==> config.mk <==
export PLATFORM = sky130hd
export DESIGN_NAME = core_issue_window
export DESIGN_NICKNAME = d
export VERILOG_FILES = /design/src/rtl/core_issue_window.sv
export SDC_FILE = /design/constraint.sdc
export NUM_CORES = 1
export LEC_CHECK = 0
export CORE_MARGIN = 8
export CORE_UTILIZATION = 62
export CTS_CLUSTER_DIAMETER = 100
export CTS_CLUSTER_SIZE = 12
export DETAILED_ROUTE_END_ITERATION = 10
export PLACE_DENSITY_LB_ADDON = 0.08
export SYNTH_ARGS = -nofsm -noshare
export SYNTH_HDL_FRONTEND = slang
export SYNTH_SLANG_ARGS = --single-unit
==> constraint.sdc <==
create_clock -name clk_i -period 12.4 [get_ports clk_i]
set_input_delay 3.1 -clock clk_i [delete_from_list [all_inputs] [get_ports clk_i]]
set_output_delay 3.1 -clock clk_i [all_outputs]
set_load 0.01 [all_outputs]
==> src/rtl/core_issue_window.sv <==
// core_issue_window
//
// In-order issue window for the TOY core. Buffers up to DEPTH fetched
// instructions in an age-ordered FIFO (slot 0 oldest), tracks the single
// outstanding load destination in a one-entry scoreboard, and issues up to
// ISSUE_W instructions per cycle from the head of the window.
//
// Instruction fields: [15:12] opcode, [11:8] rd, [7:4] rs, [3:0] rt.
//
// Ports:
//   clk_i, rst_i        clock, asynchronous active-high reset
//   fetch_valid_i       fetch offers fetch_instr_i / fetch_pc_i
//   fetch_ready_o       a slot is free (registered state only)
//   issue_valid_o       per-lane issue strobes, contiguous from lane 0
//   issue_instr_o       lane k word in bits [16k+15:16k]
//   issue_pc_o          lane k pc in bits [8k+7:8k]
//   ctrl_done_i         issued control op resolved
//   ctrl_taken_i        resolved control op redirected (flushes the window)
//   lsu_done_i          outstanding memory op completed
//   mem_busy_o          a memory op is outstanding
//   halted_o            a halt has issued; terminal until reset
module core_issue_window #(
   parameter int unsigned DEPTH   = 4,
   parameter int unsigned ISSUE_W = 2
) (
   input  logic                   clk_i,
   input  logic                   rst_i,
   input  logic                   fetch_valid_i,
   input  logic [15:0]            fetch_instr_i,
   input  logic [7:0]             fetch_pc_i,
   output logic                   fetch_ready_o,
   output logic [ISSUE_W-1:0]     issue_valid_o,
   output logic [16*ISSUE_W-1:0]  issue_instr_o,
   output logic [8*ISSUE_W-1:0]   issue_pc_o,
   input  logic                   ctrl_done_i,
   input  logic                   ctrl_taken_i,
   input  logic                   lsu_done_i,
   output logic                   mem_busy_o,
   output logic                   halted_o
);

   localparam int unsigned CW = $clog2(DEPTH + 1);
   localparam logic [CW-1:0] DEPTH_C = CW'(DEPTH);

   typedef enum logic [1:0] {
      StRun,
      StWaitCtrl,
      StHalted
   } state_e;

   // ------------------------------------------------------------------
   // Opcode decode
   // ------------------------------------------------------------------
   function automatic logic reads_rs(input logic [3:0] op);
      return op inside {[4'h1:4'h6]};
   endfunction

   function automatic logic reads_rt(input logic [3:0] op);
      return op inside {[4'h1:4'h6], 4'ha, 4'hb};
   endfunction

   function automatic logic reads_rd(input logic [3:0] op);
      return op inside {4'h9, 4'hb, 4'hc, 4'hd, 4'he};
   endfunction

   function automatic logic writes_rd(input logic [3:0] op);
      return op inside {[4'h1:4'h8], 4'ha, 4'hf};
   endfunction

   function automatic logic is_mem(input logic [3:0] op);
      return op inside {[4'h8:4'hb]};
   endfunction

   function automatic logic is_load(input logic [3:0] op);
      return op inside {4'h8, 4'ha};
   endfunction

   function automatic logic is_ctrl(input logic [3:0] op);
      return op inside {[4'hc:4'hf]};
   endfunction

   function automatic logic is_halt(input logic [3:0] op);
      return op == 4'h0;
   endfunction

   // ------------------------------------------------------------------
   // State
   // ------------------------------------------------------------------
   state_e        state_q;
   logic [CW-1:0] count_q;
   logic          mem_busy_q;
   logic [3:0]    pend_rd_q;
   logic [15:0]   slot_instr_q [DEPTH];
   logic [7:0]    slot_pc_q    [DEPTH];
   logic [15:0]   slot_instr_d [DEPTH];
   logic [7:0]    slot_pc_d    [DEPTH];
   logic [CW-1:0] count_d;

   // Issue scan results
   logic [ISSUE_W-1:0] issue_valid;
   logic [CW-1:0]      issue_cnt;
   logic               issue_mem;
   logic               issue_load;
   logic [3:0]         issue_ld_rd;
   logic               lead_ctrl;
   logic               lead_halt;

   // Scan scratch
   logic        scan_go;
   logic        blk;
   logic        pend_valid;
   logic        mem_taken;
   logic [15:0] lane_dirty;
   logic [3:0]  op;
   logic [3:0]  rd;
   logic [3:0]  rs;
   logic [3:0]  rt;

   logic          accept;
   logic          flush;
   logic          wr_en;
   logic [CW-1:0] wr_pos;

   assign fetch_ready_o = (count_q < DEPTH_C) && (state_q != StHalted);
   assign mem_busy_o    = mem_busy_q;
   assign halted_o      = (state_q == StHalted);
   assign issue_valid_o = issue_valid;

   // pend_rd of zero means no register is waiting (R0 is never dirty, stores leave it zero)
   assign pend_valid = mem_busy_q && (pend_rd_q != 4'd0);

   // ------------------------------------------------------------------
   // Issue scan: lane k examines slot k, stopping at the first empty or
   // blocked slot. lane_dirty collects destinations issued earlier this cycle.
   // ------------------------------------------------------------------
   always_comb begin
      issue_valid = '0;
      issue_cnt   = '0;
      issue_mem   = 1'b0;
      issue_load  = 1'b0;
      issue_ld_rd = 4'd0;
      lead_ctrl   = 1'b0;
      lead_halt   = 1'b0;
      scan_go     = (state_q == StRun);
      mem_taken   = 1'b0;
      lane_dirty  = 16'd0;
      blk         = 1'b0;
      op          = 4'd0;
      rd          = 4'd0;
      rs          = 4'd0;
      rt          = 4'd0;
      for (int k = 0; k < int'(ISSUE_W); k++) begin
         op  = slot_instr_q[k][15:12];
         rd  = slot_instr_q[k][11:8];
         rs  = slot_instr_q[k][7:4];
         rt  = slot_instr_q[k][3:0];
         blk = 1'b0;
         if (CW'(k) >= count_q) blk = 1'b1;
         // RAW and WAW against the outstanding load
         if (pend_valid && ((reads_rs(op) && rs == pend_rd_q) ||
                            (reads_rt(op) && rt == pend_rd_q) ||
                            ((reads_rd(op) || writes_rd(op)) && rd == pend_rd_q))) begin
            blk = 1'b1;
         end
         // RAW against an older lane in this same cycle
         if ((reads_rs(op) && lane_dirty[rs]) || (reads_rt(op) && lane_dirty[rt]) ||
             (reads_rd(op) && lane_dirty[rd])) begin
            blk = 1'b1;
         end
         if (is_mem(op) && (mem_busy_q || mem_taken)) blk = 1'b1;
         if ((is_ctrl(op) || is_halt(op)) && k != 0) blk = 1'b1;
         if (is_halt(op) && mem_busy_q) blk = 1'b1;

         if (scan_go && !blk) begin
            issue_valid[k] = 1'b1;
            issue_cnt      = issue_cnt + 1'b1;
            if (writes_rd(op) && rd != 4'd0) lane_dirty[rd] = 1'b1;
            if (is_mem(op)) begin
               mem_taken   = 1'b1;
               issue_mem   = 1'b1;
               issue_load  = is_load(op);
               issue_ld_rd = rd;
            end
            // Control transfers and halts only reach here from lane 0 and issue alone
            if (is_ctrl(op)) begin
               lead_ctrl = 1'b1;
               scan_go   = 1'b0;
            end
            if (is_halt(op)) begin
               lead_halt = 1'b1;
               scan_go   = 1'b0;
            end
         end else begin
            scan_go = 1'b0;
         end
      end
   end

   always_comb begin
      issue_instr_o = '0;
      issue_pc_o    = '0;
      for (int k = 0; k < int'(ISSUE_W); k++) begin
         issue_instr_o[16*k +: 16] = slot_instr_q[k];
         issue_pc_o[8*k +: 8]      = slot_pc_q[k];
      end
   end

   // ------------------------------------------------------------------
   // Compaction: survivors shift down by issue_cnt, a fetched word lands
   // just above them. A taken redirect empties the window and drops the fetch.
   // ------------------------------------------------------------------
   assign accept = fetch_valid_i && fetch_ready_o;
   assign flush  = (state_q == StWaitCtrl) && ctrl_done_i && ctrl_taken_i;
   assign wr_en  = accept && !flush;
   assign wr_pos = count_q - issue_cnt;

   always_comb begin
      for (int i = 0; i < int'(DEPTH); i++) begin
         slot_instr_d[i] = slot_instr_q[i];
         slot_pc_d[i]    = slot_pc_q[i];
         for (int j = 0; j < int'(DEPTH); j++) begin
            if (j == i + int'(issue_cnt)) begin
               slot_instr_d[i] = slot_instr_q[j];
               slot_pc_d[i]    = slot_pc_q[j];
            end
         end
         if (wr_en && CW'(i) == wr_pos) begin
            slot_instr_d[i] = fetch_instr_i;
            slot_pc_d[i]    = fetch_pc_i;
         end
      end
      if (flush) begin
         count_d = '0;
      end else begin
         count_d = count_q - issue_cnt + {{(CW-1){1'b0}}, wr_en};
      end
   end

   always_ff @(posedge clk_i or posedge rst_i) begin
      if (rst_i) begin
         count_q <= '0;
         for (int i = 0; i < int'(DEPTH); i++) begin
            slot_instr_q[i] <= 16'd0;
            slot_pc_q[i]    <= 8'd0;
         end
      end else begin
         count_q <= count_d;
         for (int i = 0; i < int'(DEPTH); i++) begin
            slot_instr_q[i] <= slot_instr_d[i];
            slot_pc_q[i]    <= slot_pc_d[i];
         end
      end
   end

   // ------------------------------------------------------------------
   // Window FSM and memory scoreboard
   // ------------------------------------------------------------------
   always_ff @(posedge clk_i or posedge rst_i) begin
      if (rst_i) begin
         state_q    <= StRun;
         mem_busy_q <= 1'b0;
         pend_rd_q  <= 4'd0;
      end else begin
         unique case (state_q)
            StRun: begin
               if (lead_halt) begin
                  state_q <= StHalted;
               end else if (lead_ctrl) begin
                  state_q <= StWaitCtrl;
               end
            end
            StWaitCtrl: begin
               if (ctrl_done_i) state_q <= StRun;
            end
            StHalted: begin
               state_q <= StHalted;
            end
            default: begin
               state_q <= StRun;
            end
         endcase

         // A memory op can only issue while idle, so it never races lsu_done_i
         if (issue_mem) begin
            mem_busy_q <= 1'b1;
            pend_rd_q  <= issue_load ? issue_ld_rd : 4'd0;
         end else if (lsu_done_i) begin
            mem_busy_q <= 1'b0;
            pend_rd_q  <= 4'd0;
         end
      end
   end

endmodule
# After elaboration in Yosys (flattened, before gate mapping)
# Memory sizes are Yosys's and may differ from the RTL's.
# Cells that the tools add are included.
[word_totals]
elab_cells = 270
mem_count = 3
ramBits = 0
regBits = 106
output_inout_bits = 53
mem_bits_ro = 48
latch_bits = 0
in_bits = 30
[mem_list]
columns = ["name", "words", "word_bits", "rd", "rd_ports_with_merged_regs", "write_ports", "line_no", "source"]
rows = [
  ["(name not given)", 16, 1, 1, 0, 0, "167", "(reads_rd(op) && lane_dirty[rd])) begin"],
  ["(name not given)", 16, 1, 1, 0, 0, "166", "if ((reads_rs(op) && lane_dirty[rs]) || (reads_rt(op) && lane_dirty[rt]) ||"],
  ["(name not given)", 16, 1, 1, 0, 0, "166", ""],
]
[op_classes]
muxes = 99
shifts = 0
n_lt_le_gt_ge = 24
bitwise_logic = 0
n_div = 0
n_eq_ne = 45
add_sub_neg = 6
n_mul = 0
n_reduce_logical = 81
[ops]
columns = ["cell", "n"]
rows = [
  ["$mux W16", 21],
  ["$mux W8", 19],
  ["$eq A2 B32 Y1 const A", 3],
  ["$eq A3 B32 Y1 const A", 3],
  ["$logic_not A32 Y1", 3],
  ["$eq A4 B4 Y1 const B", 16],
  ["$mux W1", 42],
  ["$logic_and A1 B1 Y1", 40],
  ["$lt A4 B5 Y1 const B", 6],
  ["$mux W4", 7],
  ["$eq A4 B4 Y1", 6],
  ["$le A4 B4 Y1 const B", 6],
  ["$reduce_bool A4 Y1", 6],
  ["$ge A4 B4 Y1 const B", 4],
  ["$bmux W1 S4", 3],
  ["$eq A2 B4 Y1 const A", 3],
  ["$ge A4 B1 Y1 const B", 3],
  ["$logic_or A1 B1 Y1", 12],
  ["$reduce_bool A3 Y1", 4],
  ["$reduce_bool A5 Y1", 2],
  ["$eq A2 B3 Y1 const A", 3],
  ["$add A2 B3 Y4 const A", 2],
  ["$le A4 B3 Y1 const B", 2],
  ["$logic_not A4 Y1", 2],
  ["other kinds (24)", 37],
]

# Logic depth before layout (Yosys ltp)
# Gate-level depths: netlist (run 1).
[logic_depth]
word_depth = 33
ltp_mapped = 19
depth_no_buf = 16

# Least setup slack after synthesis (run 1)
# No wires, ideal clock.
[synth_timing]
path_type = "register to output"
from = "reg pend_rd_q[0]"
to = "out issue_valid_o[1]"
required_ns = 9.300
t_arrival_ns = 2.075
path_slack_ns = 7.225
stages_incl_launch_ff = 9
path_cell_list = "dfrtp_1 buf_6 nor4_4 nand2b_2 o211ai_2 nor2_4 buf_6 nand4_1 a211oi_1"
[synth_via]
elab_chain_cells = 24
elab_cells_between_ends = 50
[synth_lines]
columns = ["item", "line_no", "source"]
rows = [
  ["from (decl)", "92", "logic [3:0] pend_rd_q;"],
  ["from (signal assigned)", "286", "pend_rd_q <= issue_load ? issue_ld_rd : 4'd0;"],
  ["$eq A4 B4 Y1, on equally long branches", "160, 161", ""],
  ["$logic_and A1 B1 Y1, on equally long branches", "160, 161", ""],
  ["$logic_or A1 B1 Y1", "160", "if (pend_valid && ((reads_rs(op) && rs == pend_rd_q) ||"],
  ["$logic_or A1 B1 Y1", "161", "(reads_rt(op) && rt == pend_rd_q) ||"],
  ["$logic_and A1 B1 Y1", "160", ""],
  ["$mux W1", "160", ""],
  ["$mux W1", "166", ""],
  ["$mux W1", "170", "if (is_mem(op) && (mem_busy_q || mem_taken)) blk = 1'b1;"],
  ["[... 7 more ...]", "n/a", ""],
  ["$logic_or A1 B1 Y1 (2 in a row)", "166", ""],
  ["$mux W1", "166", ""],
  ["$mux W1", "170", ""],
  ["$mux W1", "171", "if ((is_ctrl(op) || is_halt(op)) && k != 0) blk = 1'b1;"],
  ["$mux W1", "172", "if (is_halt(op) && mem_busy_q) blk = 1'b1;"],
  ["$logic_not A1 Y1", "174", "if (scan_go && !blk) begin"],
  ["$logic_and A1 B1 Y1 *", "174", ""],
  ["$mux W1 *", "174", ""],
  ["to (decl)", "32", "output logic [ISSUE_W-1:0] issue_valid_o,"],
]
# Mark *: on every way between the ends. The rest lies on a longest branch, timed or not. The select of a mux whose other input is x is not followed.

# Worst setup path after layout (run 1)
# Ends and elaborated chain as after synthesis.

==> run summary, run 1 <==
Status: finished, final reports clean
Synthesis-to-finish area growth: 9.98%
Cts bufs inserted: 9
Met2 WL: 9110 µm
GRT Total Usage: 25.4%
DR WL/cell: 19.8 µm
Synth Register Bits: 106
Largest net degree at the start of global routing: 98
Skew final: 9.69 ps
EDFF count, synth: 0
Final setup violation count: 0
Nets: 842
Switching share of power: 46.4%
Row count: 39
Actual slew at the worst max-slew pin: 948 ps
Clock sink count: 106
Initial antenna violation count: 0
I/O pin count: 83
CTS HTree Levels: 3
RSZ-0062 raised after global routing: false
Port Buffers: 82
Met3 Wirelength: 1150 µm
Psw: 0.00131 W
Relative slew slack: 36.6%
Seq/Total Area, Yosys: 36.7%
CTS Hold Bufs: 0
Fraction of layout cells with a size suffix above 1: 5.55%
DR iter-0 viols: 482
Min-delay worst type: register to register
Starting Density: 63.5%
Crit path launch: pend_rd_q[0]
Post-CTS setup buffers: 0
Routed WL: 18,900 µm
Fin crit period: 6830 ps
Synth Net Count: 852
CP bufs+invs: 2
Synth Cell Area: 7220 µm²
Worst path arrival time: 3730 ps
Setup tns final: 0 ps
Distinct cells, synth: 56
Crit path cell chain: nor4_4, nand2b_2, o211ai_2, nor2_4, buf_4, nand4_1, a211oi_1, clkdlybuf4s50_1
Pleak: 3.37 nW
Die Height: 124 µm
Routability cong.: 0.911
Crit Path Category: register to primary output
Cells after synthesis: 816
M1 wire length: 8220 µm
Final worst path period share: 55.1%
Fin worst setup slack: 5570 ps
Ant. Diodes: 0
CTS resizes: 0
Flop pwr share: 28.7%
Residual DRC count: 0
CP max-delay cell: clkdlybuf4s50_1
Largest area contributor in the netlist: dfrtp_1
CTS max path bufs: 2
CTS clk-pin slew, worst paths: 70 ps
Vias in the first global route: 5,936
Async SR Flop Fraction: 100%
Max Fclk: 146 MHz
Final Hold Fails: 0
Max FO, Critical Path: 32
Min-Delay Startpoint: state_q[1]
First-pass GRT wire length: 30,800 µm
Maxcap violations: 0
Crit. End Element: primary output
Logic pwr share: 59.6%
DR top layer: met4
Gr ovfl total: 0
Internal: 0.00152 W
Max stage delay on crit path: 660 ps
Startpoint Class: register
Post-route ant nets: 0
CTS root buffer: clkbuf_16
Chip Width: 124 µm
Critical path's top delay family: buffers and inverters
Clk_lat worst skew: 360 ps
CTS tree: built
Reg-to-Reg Start: pend_rd_q[0]
DIE AREA: 15,400 µm²
Mean Syn Cell Area: 8.85 µm²
Total core area: 11,400 µm²
Dpl hpwl: 12,100 µm
Worst path required time: 9300 ps
Pwr Density: 357 nW/µm²
Drt pass-1 iters: 5
Clock power share: 11.7%
Pre-CTS setup slack: 5620 ps
Synth Warn #: 0
Peak supply drop: 338 µV
Post-synth top area share: 36.7%
Vias per cell: 6.21
Main synth FF type: dfrtp_1
Fin. max-slew vios: 0
Via count: 5,922
Top post-synthesis cells by area: dfrtp_1 (37%), mux2i_1 (17%), o21ai_0 (7.3%)
==> cell usage in the layout (no fill, tap or decap), types with 4 or more instances in the layout <==
| cell type | netlist | layout |
|---|---|---|
| mux2i_1 | 121 | 121 |
| dfrtp_1 | 106 | 106 |
| o21ai_0 | 105 | 105 |
| nand2_1 | 103 | 103 |
| clkdlybuf4s50_1 | 0 | 82 |
| nor2_1 | 61 | 60 |
| a21oi_1 | 51 | 51 |
| a211oi_1 | 26 | 26 |
| xnor2_1 | 24 | 24 |
| xor2_1 | 9 | 9 |
| clkbuf_16 | 0 | 9 |
| buf_4 | 51 | 9 |
| nand4_1 | 8 | 8 |
| o21ai_1 | 8 | 8 |
| inv_1 | 8 | 7 |
| nand3b_1 | 6 | 6 |
| and3_1 | 5 | 4 |
| a31oi_1 | 4 | 4 |
| a222oi_1 | 4 | 4 |
==> synthesized netlist by cell type (4+ instances only) <==
| cell type | number |
|---|---|
| ha_1 | 5 |
| a211oi_1 | 26 |
| nor2_1 | 61 |
| inv_1 | 8 |
| nand2_1 | 103 |
| nand3b_1 | 6 |
| dfrtp_1 | 106 |
| buf_2 | 6 |
| mux2i_1 | 121 |
| a21oi_1 | 51 |
| a222oi_1 | 4 |
| clkbuf_1 | 43 |
| nand4_1 | 8 |
| o21ai_1 | 8 |
| xor2_1 | 9 |
| buf_4 | 51 |
| and3_1 | 5 |
| a31oi_1 | 4 |
| buf_6 | 10 |
| o21ai_0 | 105 |
| xnor2_1 | 24 |
==> stage by stage <==
stage	power (W)	hold WS [ps]	cell area [µm²]	utilization (%)	cells
6_report	0.00284	535	7940	69.8	954
3_3_place_gp	0.00241	502	7600	66.8	938
2_1_floorplan	0.00212	479	7220	-	816
3_5_place_dp	0.00249	524	7600	66.8	938
5_1_grt	0.00306	578	7940	69.8	954
4_1_cts	0.00283	529	7940	69.8	954
==> path summary, 6_finish.rpt <==
path	end	slack, ps	depth (start not counted)
worst max-delay path	issue_valid_o[1]	5570	8
worst min-delay path	state_q[0]	540	1
worst max register to register	issue_instr_o[10]	5600	19
worst min register to register	state_q[0]	540	1
max in group asynchronous	slot_instr_q[5]	8020	3
min in group asynchronous	issue_pc_o[5]	3120	2
==> routing by layer <==
metal | vias to the layer above | GRT usage [%]
met3 | 31 | 3.90
met5 | - | 0
met4 | 0 | 10.2
li1 | 2795 | -
met1 | 2870 | 32.9
met2 | 226 | 42.0
==> cell families (layout without fill, tap and decap cells) <==
| group | Yosys count | in the layout | synth area share (%) |
|---|---|---|---|
| AO/OA/AOI/OAI | 215 | 215 | 17.3 |
| AND/OR/NAND/NOR | 214 | 214 | 13.8 |
| multiplexers | 121 | 121 | 16.8 |
| buffers and inverters | 121 | 116 | 10.2 |
| flip-flops | 106 | 106 | 36.7 |
| XOR/XNOR | 33 | 33 | 4.00 |
| adder cells (fa/ha/maj) | 6 | 6 | 1.14 |
==> registers in the layout, indices dropped and copies added, names as in the netlist <==
name	cells
slot_pc_q	16
mem_busy_o	1
pend_rd_q	4
issue_pc_o	16
state_q	2
count_q	3
issue_instr_o	32
slot_instr_q	32
==> power groups by stage <==
stage | logic [W] | clock network (W) | registers (W)
final | 0.00169 | 0.000333 | 0.000814
after global routing | 0.00187 | 0.000350 | 0.000839
after CTS | 0.00169 | 0.000337 | 0.000804
after detailed placement | 0.00168 | 0 | 0.000810
after global placement | 0.00161 | 0 | 0.000794
after floorplan | 0.00144 | 0 | 0.000681
==> cell type report <==
type | count | area (µm²)
well taps | 143 | 179
fillers | 901 | 3430
repair buffers | 91 | 888
clock buffers | 9 | 225
flip-flops and latches | 106 | 2650
inverters | 9 | 36.3
multi-input cells | 589 | 3840
clock inverters | 7 | 118
==> worst register-to-register path: cells and delay by family (launching register included) <==
kind | cells | cell delay, ps
buffers and inverters | 4 | 1790
AO/OA/AOI/OAI | 4 | 1510
AND/OR/NAND/NOR | 7 | 1490
adder cells (fa/ha/maj) | 3 | 1130
flip-flops | 1 | 550
XOR/XNOR | 1 | 250
No activity file was read; power rests on OpenSTA's default activity.
==> inputs of run 2 (changes only) <==
--- a/config.mk
+++ b/config.mk
@@ -6,7 +6,7 @@
 export NUM_CORES = 1
 export LEC_CHECK = 0
 export CORE_MARGIN = 8
-export CORE_UTILIZATION = 62
+export CORE_UTILIZATION = 57
 export CTS_CLUSTER_DIAMETER = 100
 export CTS_CLUSTER_SIZE = 12
 export DETAILED_ROUTE_END_ITERATION = 10
==> constraint.sdc (replaced) <==
create_clock -name clk_i -period 6.6 [get_ports clk_i]
set_input_delay 1.65 -clock clk_i [delete_from_list [all_inputs] [get_ports clk_i]]
set_output_delay 1.65 -clock clk_i [all_outputs]
set_load 0.01 [all_outputs]
==> run 2 against run 1 <==
Net effect: power up 84%; combinational power is 86% higher; register-to-register slack worse by 4300 ps; clock power grew 55%; non-clock buffer count unchanged; utilization decreased by 6.6 points; first-iteration DRC count increased by 1.2%; critical path depth increased by 8; global-route usage decreased by 2.0 points; die area increased by 7.6%; final cell count rose by 3.0%; setup slack worse by 4300 ps.
==> run summary, run 2 (synthesized netlist as in run 1, its figures left out) <==
DIE AREA: 16,500 µm²
Fin util: 63.3%
Fin. max-slew vios: 0
CTS root buffer: clkbuf_16
Startpoint Class: register
Via count: 5,902
Switching share of power: 46.8%
Reg-to-Reg Start: pend_rd_q[0]
Flop pwr share: 29.8%
Port Buffers: 82
CTS HTree Levels: 3
RSZ-0062 raised after global routing: false
CP max-delay cell: dfrtp_1
Die Height: 129 µm
DR WL/cell: 19.1 µm
Max Fclk: 188 MHz
Post-CTS setup buffers: 0
Vias in the first global route: 5,874
Fin worst setup slack: 1270 ps
Drt pass-1 iters: 7
Max stage delay on crit path: 560 ps
Fin crit period: 5330 ps
Chip Width: 129 µm
Crit. End Element: register
Min-delay worst type: register to register
Total core area: 12,500 µm²
CTS tree: built
Commonest non-fill, non-tap cells in the layout: mux2i_1 (121), dfrtp_1 (106), o21ai_0 (105)
DR iter-0 viols: 488
Min-Delay Startpoint: state_q[1]
Row count: 41
Worst path arrival time: 5600 ps
Seq. cell area: 2650 µm²
Relative slew slack: 36.8%
Pwr Density: 657 nW/µm²
First-pass GRT wire length: 30,800 µm
Dpl hpwl: 12,200 µm
Crit path launch: pend_rd_q[0]
Ant. Diodes: 0
Pleak: 3.35 nW
Setup tns final: 0 ps
Fraction of layout cells with a size suffix above 1: 5.30%
Routed WL: 18,800 µm
CTS Hold Bufs: 0
Vias per cell: 6.00
Multi-input gate area: 3840 µm²
Starting Density: 57.7%
Most common cell after layout, fill and taps aside: mux2i_1
Fillcell total: 1,088
Maxcap violations: 0
Largest net degree at the start of global routing: 98
CTS clk-pin slew, worst paths: 70 ps
Worst R2R Path Depth: 16
Peak supply drop: 376 µV
GRT Total Usage: 23.4%
Synthesis-to-finish area growth: 9.69%
Nets: 842
Clk_lat worst skew: 350 ps
Routability cong.: 0.891
Gr ovfl total: 0
Crit Path Category: register to register
Psw: 0.00243 W
Logic pwr share: 60.3%
CTS max path bufs: 2
Initial antenna violation count: 0
Placed instance area: 7650 µm²
Final worst path period share: 80.7%
Placed cells: 967
CTS resizes: 0
I/O pin count: 83
Internal: 0.00277 W
Pre-CTS setup slack: 1390 ps
Hold depth: 1
Max FO, Critical Path: 28
Final Cell Area: 7920 µm²
Final setup violation count: 0
Crit path cell chain: nor4_4, nand2b_2, o211ai_2, nor2_4, nand4_1, a211oi_1, ha_2, ha_1, fa_1, xnor2_1, and4_1, and3_2, a211o_1, buf_12, nor2_1, a21oi_1
Residual DRC count: 0
Post-route ant nets: 0
Actual slew at the worst max-slew pin: 945 ps
Skew final: 7.27 ps
Final Hold Fails: 0
Clock sink count: 106
Status: finished, final reports clean
Clock power share: 9.9%
Cell Count, Final, Fillers Out: 983
Cts bufs inserted: 9
Worst path required time: 6870 ps
run 2: critical path, delay by kind of cell, from the launching register on:
| family | cells | cell delay (ps) |
|---|---|---|
| buf+inv | 1 | 250 |
| compound gates | 4 | 1390 |
| flops | 1 | 560 |
| xor+xnor | 1 | 220 |
| fa+ha+maj | 3 | 1000 |
| simple gates | 7 | 1800 |
run 2: per-stage QoR:
| step | hold WS, ps | total power [W] |
|---|---|---|
| 2_1_floorplan | 479 | 0.00399 |
| 3_3_place_gp | 524 | 0.00457 |
| 3_5_place_dp | 539 | 0.00469 |
| 4_1_cts | 541 | 0.00521 |
| 5_1_grt | 579 | 0.00564 |
| 6_report | 551 | 0.00520 |
run 2: cell type report:
cell class              count  area share [%]
clock buffers              12            3.11
inverters                   9           0.458
well taps                 172            2.72
repair buffers             91            11.4
flip-flops and latches    106            33.5
multi-input cells         589            48.5
clock inverters             4           0.332
run 2: power groups by stage:
stage	Clock (W)	Combinational [W]	Sequential, W
global placement	0	0.00304	0.00153
detailed placement	0	0.00314	0.00155
finish	0.000515	0.00314	0.00155
global route	0.000551	0.00349	0.00160
floorplan	0	0.00271	0.00128
CTS	0.000523	0.00315	0.00154
run 2: metal layers:
metal | part of all wire [%] | routed length (µm) | vias up | global-route usage [%]
li1 | - | - | 2791 | -
met1 | 44 | 8280 | 2876 | 30.3
met2 | 48 | 8930 | 203 | 39.3
met3 | 6.5 | 1230 | 32 | 3.64
met4 | 1.8 | 337 | 0 | 7.67
met5 | 0 | 0 | - | 0
run 2: final timing paths:
kind	slack, ps	endpoint
setup / recovery	1270	issue_instr_o[1]
hold / removal	550	state_q[0]
setup reg to reg	1270	issue_instr_o[1]
hold reg to reg	550	state_q[0]
max in group asynchronous	3680	slot_instr_q[1]
min in group asynchronous	1770	slot_pc_q[11]
==> inputs of run 3 (changes only) <==
--- a/config.mk
+++ b/config.mk
@@ -6,7 +6,7 @@
 export NUM_CORES = 1
 export LEC_CHECK = 0
 export CORE_MARGIN = 8
-export CORE_UTILIZATION = 57
+export CORE_UTILIZATION = 52
 export CTS_CLUSTER_DIAMETER = 100
 export CTS_CLUSTER_SIZE = 12
 export DETAILED_ROUTE_END_ITERATION = 10
==> constraint.sdc (replaced) <==
create_clock -name clk_i -period 4.3 [get_ports clk_i]
set_input_delay 1.075 -clock clk_i [delete_from_list [all_inputs] [get_ports clk_i]]
set_output_delay 1.075 -clock clk_i [all_outputs]
set_load 0.01 [all_outputs]
==> run 3 against run 2 <==
Net effect: first-iteration DRC count rose by 10%; combinational power rose by 82%; non-clock buffer count rose by 47; highest routed layer unchanged; largest power group unchanged; largest cell class unchanged; critical path type unchanged; clock-buffer cell count fell by 1; clock skew rose by 2.3 ps; utilization fell by 1.4 points; power rose by 68%; design area rose by 7.2%.
==> run summary, run 3 (synthesized netlist as in run 1, its figures left out) <==
Via count: 6,115
Max FO, Critical Path: 15
Max Fclk: 239 MHz
Nets: 889
Psw: 0.00402 W
Synthesis-to-finish area growth: 17.6%
Pre-CTS setup slack: 46.2 ps
Seq. cell area: 2660 µm²
Critical path's top delay family: compound AO/OA/AOI/OAI gates
RR Endpoint: issue_instr_o[2]
Clock power share: 9.3%
Fin worst setup slack: 119 ps
Pleak: 3.64 nW
Status: finished, final reports clean
Final Hold Fails: 0
Chip Width: 134 µm
Post-route ant nets: 0
Most common cell after layout, fill and taps aside: mux2i_1
Peak supply drop: 687 µV
Cts bufs inserted: 9
Fillcell total: 1,141
Switching share of power: 45.9%
Clk_lat worst skew: 350 ps
CP max-delay cell: dfrtp_2
Port Buffers: 82
Ant. Diodes: 0
Skew final: 9.52 ps
Maxcap violations: 0
Fin crit period: 4180 ps
Hold path endpoint: state_q[0]
Largest net degree at the start of global routing: 98
CP bufs+invs: 2
GR peak layer: met2
Routed WL: 20,700 µm
CTS tree: built
Pwr Density: 1030 nW/µm²
Logic pwr share: 65.4%
Startpoint Class: register
Final setup violation count: 0
Worst R2R Path Depth: 17
Crit path cell chain: buf_4, nor4_4, nand2b_4, o211ai_2, o31a_1, o22ai_2, a211oi_2, ha_2, ha_1, fa_2, xnor2_2, and4_1, and3_4, a211o_4, buf_12, nor2_1, a21oi_1
Worst path required time: 4540 ps
Starting Density: 52.6%
Min-Delay Startpoint: state_q[1]
DR iter-0 viols: 538
Crit Path Category: register to register
Hold depth: 1
Met3 usage: 3.63%
Fin. max-slew vios: 0
Residual DRC count: 0
CTS HTree Levels: 3
Actual slew at the worst max-slew pin: 955 ps
First-pass GRT wire length: 31,900 µm
Reg2Reg Setup Slack: 120 ps
Gr ovfl total: 0
Multi-input gate area: 3930 µm²
Relative slew slack: 36.3%
Max stage delay on crit path: 470 ps
Vias in the first global route: 5,802
Drt pass-1 iters: 5
CTS Hold Bufs: 0
Die Height: 134 µm
GRT Total Usage: 22.3%
Total core area: 13,700 µm²
Vias per cell: 5.90
Global routing usage on met2: 34.4%
Initial antenna violation count: 0
CTS root buffer: clkbuf_16
Clock sink count: 106
Fraction of layout cells with a size suffix above 1: 12.6%
Row count: 43
Dpl hpwl: 13,300 µm
Final worst path period share: 97.2%
Met1 Resource Use GR: 31.2%
Internal: 0.00474 W
CTS max path bufs: 2
Flop pwr share: 25.2%
Min-delay worst type: register to register
DR WL/cell: 20.0 µm
Worst path arrival time: 4420 ps
CTS clk-pin slew, worst paths: 70 ps
Reg-to-Reg Start: pend_rd_q[1]
Crit. End Element: register
DIE AREA: 17,900 µm²
I/O pin count: 83
Fin util: 61.9%
Routability cong.: 0.912
Commonest non-fill, non-tap cells in the layout: mux2i_1 (121), o21ai_0 (104), nand2_1 (103)
-- run 3: cell count changes in the layout (fill, tap and decap cells not counted), moves of 2 or more --
cell / before / now
buf_12: 1 / 4
buf_4: 8 / 46
buf_6: 0 / 2
clkbuf_16: 9 / 12
dfrtp_1: 106 / 100
dfrtp_2: 0 / 6
nor2_1: 60 / 58
nor2_2: 1 / 3
xnor2_1: 24 / 19
xnor2_2: 0 / 5
-- run 3: worst max path at each step --
stage / cells past startpoint / endpoint / slack [ps] / startpoint
6_report: 17 / issue_instr_o[2] / 120 / pend_rd_q[1]
5_1_grt: 17 / issue_instr_o[1] / -50 / pend_rd_q[1]
4_1_cts: 18 / issue_pc_o[4] / 30 / pend_rd_q[1]
3_5_place_dp: 18 / issue_pc_o[2] / 50 / pend_rd_q[1]
3_3_place_gp: 18 / issue_instr_o[13] / 150 / pend_rd_q[1]
2_1_floorplan: 19 / issue_instr_o[0] / 50 / pend_rd_q[0]
-- run 3: final cells by class --
cell class              instances  area share (%)
clock inverters                 3           0.501
clock buffers                  11            2.74
flip-flops and latches        106            31.3
repair buffers                138            16.0
well taps                     180            2.65
multi-input cells             589            46.3
inverters                       9           0.427
-- run 3: power groups by stage --
stage / registers (W) / clock network [W] / logic [W]
final: 0.00221 / 0.000816 / 0.00573
after global routing: 0.00228 / 0.000873 / 0.00622
after CTS: 0.00218 / 0.000833 / 0.00540
after detailed placement: 0.00220 / 0 / 0.00537
after global placement: 0.00217 / 0 / 0.00525
after floorplan: 0.00196 / 0 / 0.00416
-- run 3: what timing repair did --
item	CTS	global route
setup buffers	0	7
setup endpoints to repair	0	96
endpoints found under the hold margin	0	0
resized for setup	0	29
-- run 3: layer usage --
metal  share of wire, %  up-vias  wire, µm
met5                  0        -         0
met4                2.0        0       413
met3                7.1       24      1470
met2                 45      233      9400
met1                 45     2966      9380
li1                   -     2892         -
-- run 3: metrics by stage --
step	std cells	hold WS [ps]	TNS, ps	power (W)	instance area, µm²
final	1036	547	0	0.00876	8490
after global routing	1036	564	-544	0.00937	8490
after CTS	1027	547	0	0.00841	8270
after detailed placement	1013	532	0	0.00757	8000
after global placement	1013	522	0	0.00742	8000
after floorplan	816	479	0	0.00612	7230
==> patch (settings of run 2) <==
Set the parameter `DEPTH` to 8 (it was 4).
--- a/src/rtl/core_issue_window.sv
+++ b/src/rtl/core_issue_window.sv
@@ -22,3 +22,3 @@
 module core_issue_window #(
-   parameter int unsigned DEPTH   = 4,
+   parameter int unsigned DEPTH   = 8,
    parameter int unsigned ISSUE_W = 2
Function: changed (Yosys sat finds a counterexample within 10 cycles, from zero or initial values and one cycle with rst_i high).
==> patch against run 2 <==
Sequential cell count increased by 97; setup slack got worse by 400 ps; final area grew 90%; wire length rose to 2.5 times the old value; via count rose by 130%; critical path depth is 1 lower; synthesized area increased by 96%; cell count grew 100%; clock skew increased by 7.3 ps; critical endpoint is now slot_pc_q[33].
Power is left out: it rests on default switching activity, and per cell area and clock period it moved more than threefold.
==> patch: results (changes against run 2) <==
flop2flop setup slack=870 ps (-400 ps); cell type of the slowest stage on the worst timing path=sky130_fd_sc_hd__nor3_2; Detail Placement HPWL=28100 um (+130%); cell types with the highest counts after synthesis=sky130_fd_sc_hd__dfrtp_1, sky130_fd_sc_hd__nor2_1, sky130_fd_sc_hd__nand2_1; largest register by flop count=slot_instr_q; Final Net Count=1695 (+100%); worst max-slew margin expressed relative to the limit=21.1% (-16 points); maximum number of pins on one net before global-route repair=106 (+8.2%); initial antenna violation count=0 (unchanged); number of H-tree branching levels=1 (-2); global-route usage over all layers=30.5% (+7.1 points); post-detailed-routing wire length=47400 um (+150%); final worst path period need=5730 ps (+397 ps); wire length of the first global-routing pass=74700 um (+140%); Post-CTS Hold Fix Bufs=0 (unchanged); CTS root buffer=sky130_fd_sc_hd__clkbuf_16; async set-reset flop share out of synthesis=100% (unchanged); Synth cell types=62 (+11%); total via count after detailed routing=13600 (+130%); sequential area share after synthesis=35.9% (-0.80 points); clock-pin slew of the registers on the worst-case setup and hold paths=70 ps (about the same); DR pass1 iterations=8 (+1); delay contributed by the slowest stage of the critical path=870 ps (+310 ps); final worst clock skew=14.6 ps (+7.31 ps); arrival time at the worst endpoint=6050 ps (+450 ps); post-place instance area=14600 um^2 (+90%); clock latency at the later pin of the worst-skew pair=510 ps (+160 ps); maximum fanout count along the critical path=77 (+180%); run status=finished clean; Antenna diodes=0 (unchanged); dominant cells by area after synthesis=sky130_fd_sc_hd__dfrtp_1, sky130_fd_sc_hd__mux2i_1, sky130_fd_sc_hd__o21ai_0; Routability Congestion=0.916 (+2.8%); Synth Flop Type=sky130_fd_sc_hd__dfrtp_1; max FFs per register=96; Post-Synthesis Net Count=1793 (+110%); CTS Buf Count=20 (+11); detailed router's first-iteration violation count=1948 (+300%); number of buffers inserted by port buffering=82 (unchanged); number of global-route vias before repair=13000 (+120%); post-CTS setup-driven buffer insertion count=0 (unchanged); number of synthesis warnings=0 (unchanged); deepest clock path buffer count=3 (+1); share of final-layout standard cells stronger than drive strength 1=6.64% (+1.3 points); pre-CTS setup slack=1120 ps (-271 ps)
-- patch: cell type report --
type	count	area, um^2
inverter	45	173
sequential	203	5080
clock buffer	22	529
multi-input combinational	1276	7820
timing repair buffer	111	1080
fill	2156	9230
tap	324	405
-- patch: critical path, delay by kind of cell (launching register included) --
family	cells	cell delay, ps
AOI/OAI and AO/OA	2	450
xor gates and xnor gates	2	340
adders and majority gates	2	510
buffers and inverters	2	940
DFF	1	770
and+or+nand+nor	7	2500
-- patch: final timing paths --
kind                              startpoint               end  cells after the start
min in group asynchronous              rst_i        count_q[0]                      3
max in group asynchronous              rst_i  slot_instr_q[33]                      4
setup / recovery           issue_instr_o[11]     slot_pc_q[33]                     15
hold / removal                    state_q[1]        state_q[0]                      1
hold reg to reg                   state_q[1]        state_q[0]                      1
setup reg to reg           issue_instr_o[11]     slot_pc_q[33]                     15
-- patch: routing by layer --
metal	vias up	part of all wire, %	global-route usage [%]
li1	6098	-	-
met1	6574	42	42.4
met2	840	44	46.3
met3	109	11	5.95
met4	0	3.1	11.2
met5	-	0	0
-- patch: stage by stage --
step,util [%],hold slack (ps),cells
after floorplan,-,489,1755
after global placement,59.9,540,1959
after CTS,62.0,558,1981
final,62.0,555,1981
after detailed placement,59.9,549,1959
after global routing,62.0,593,1981
-- patch: logic make-up after synthesis --
kind of cell | share of synthesized area (%)
compound gates | 27.3
fa+ha+maj | 0.761
buf+inv | 9.24
mux | 8.96
flops | 35.9
xor+xnor | 2.17
simple gates | 15.7
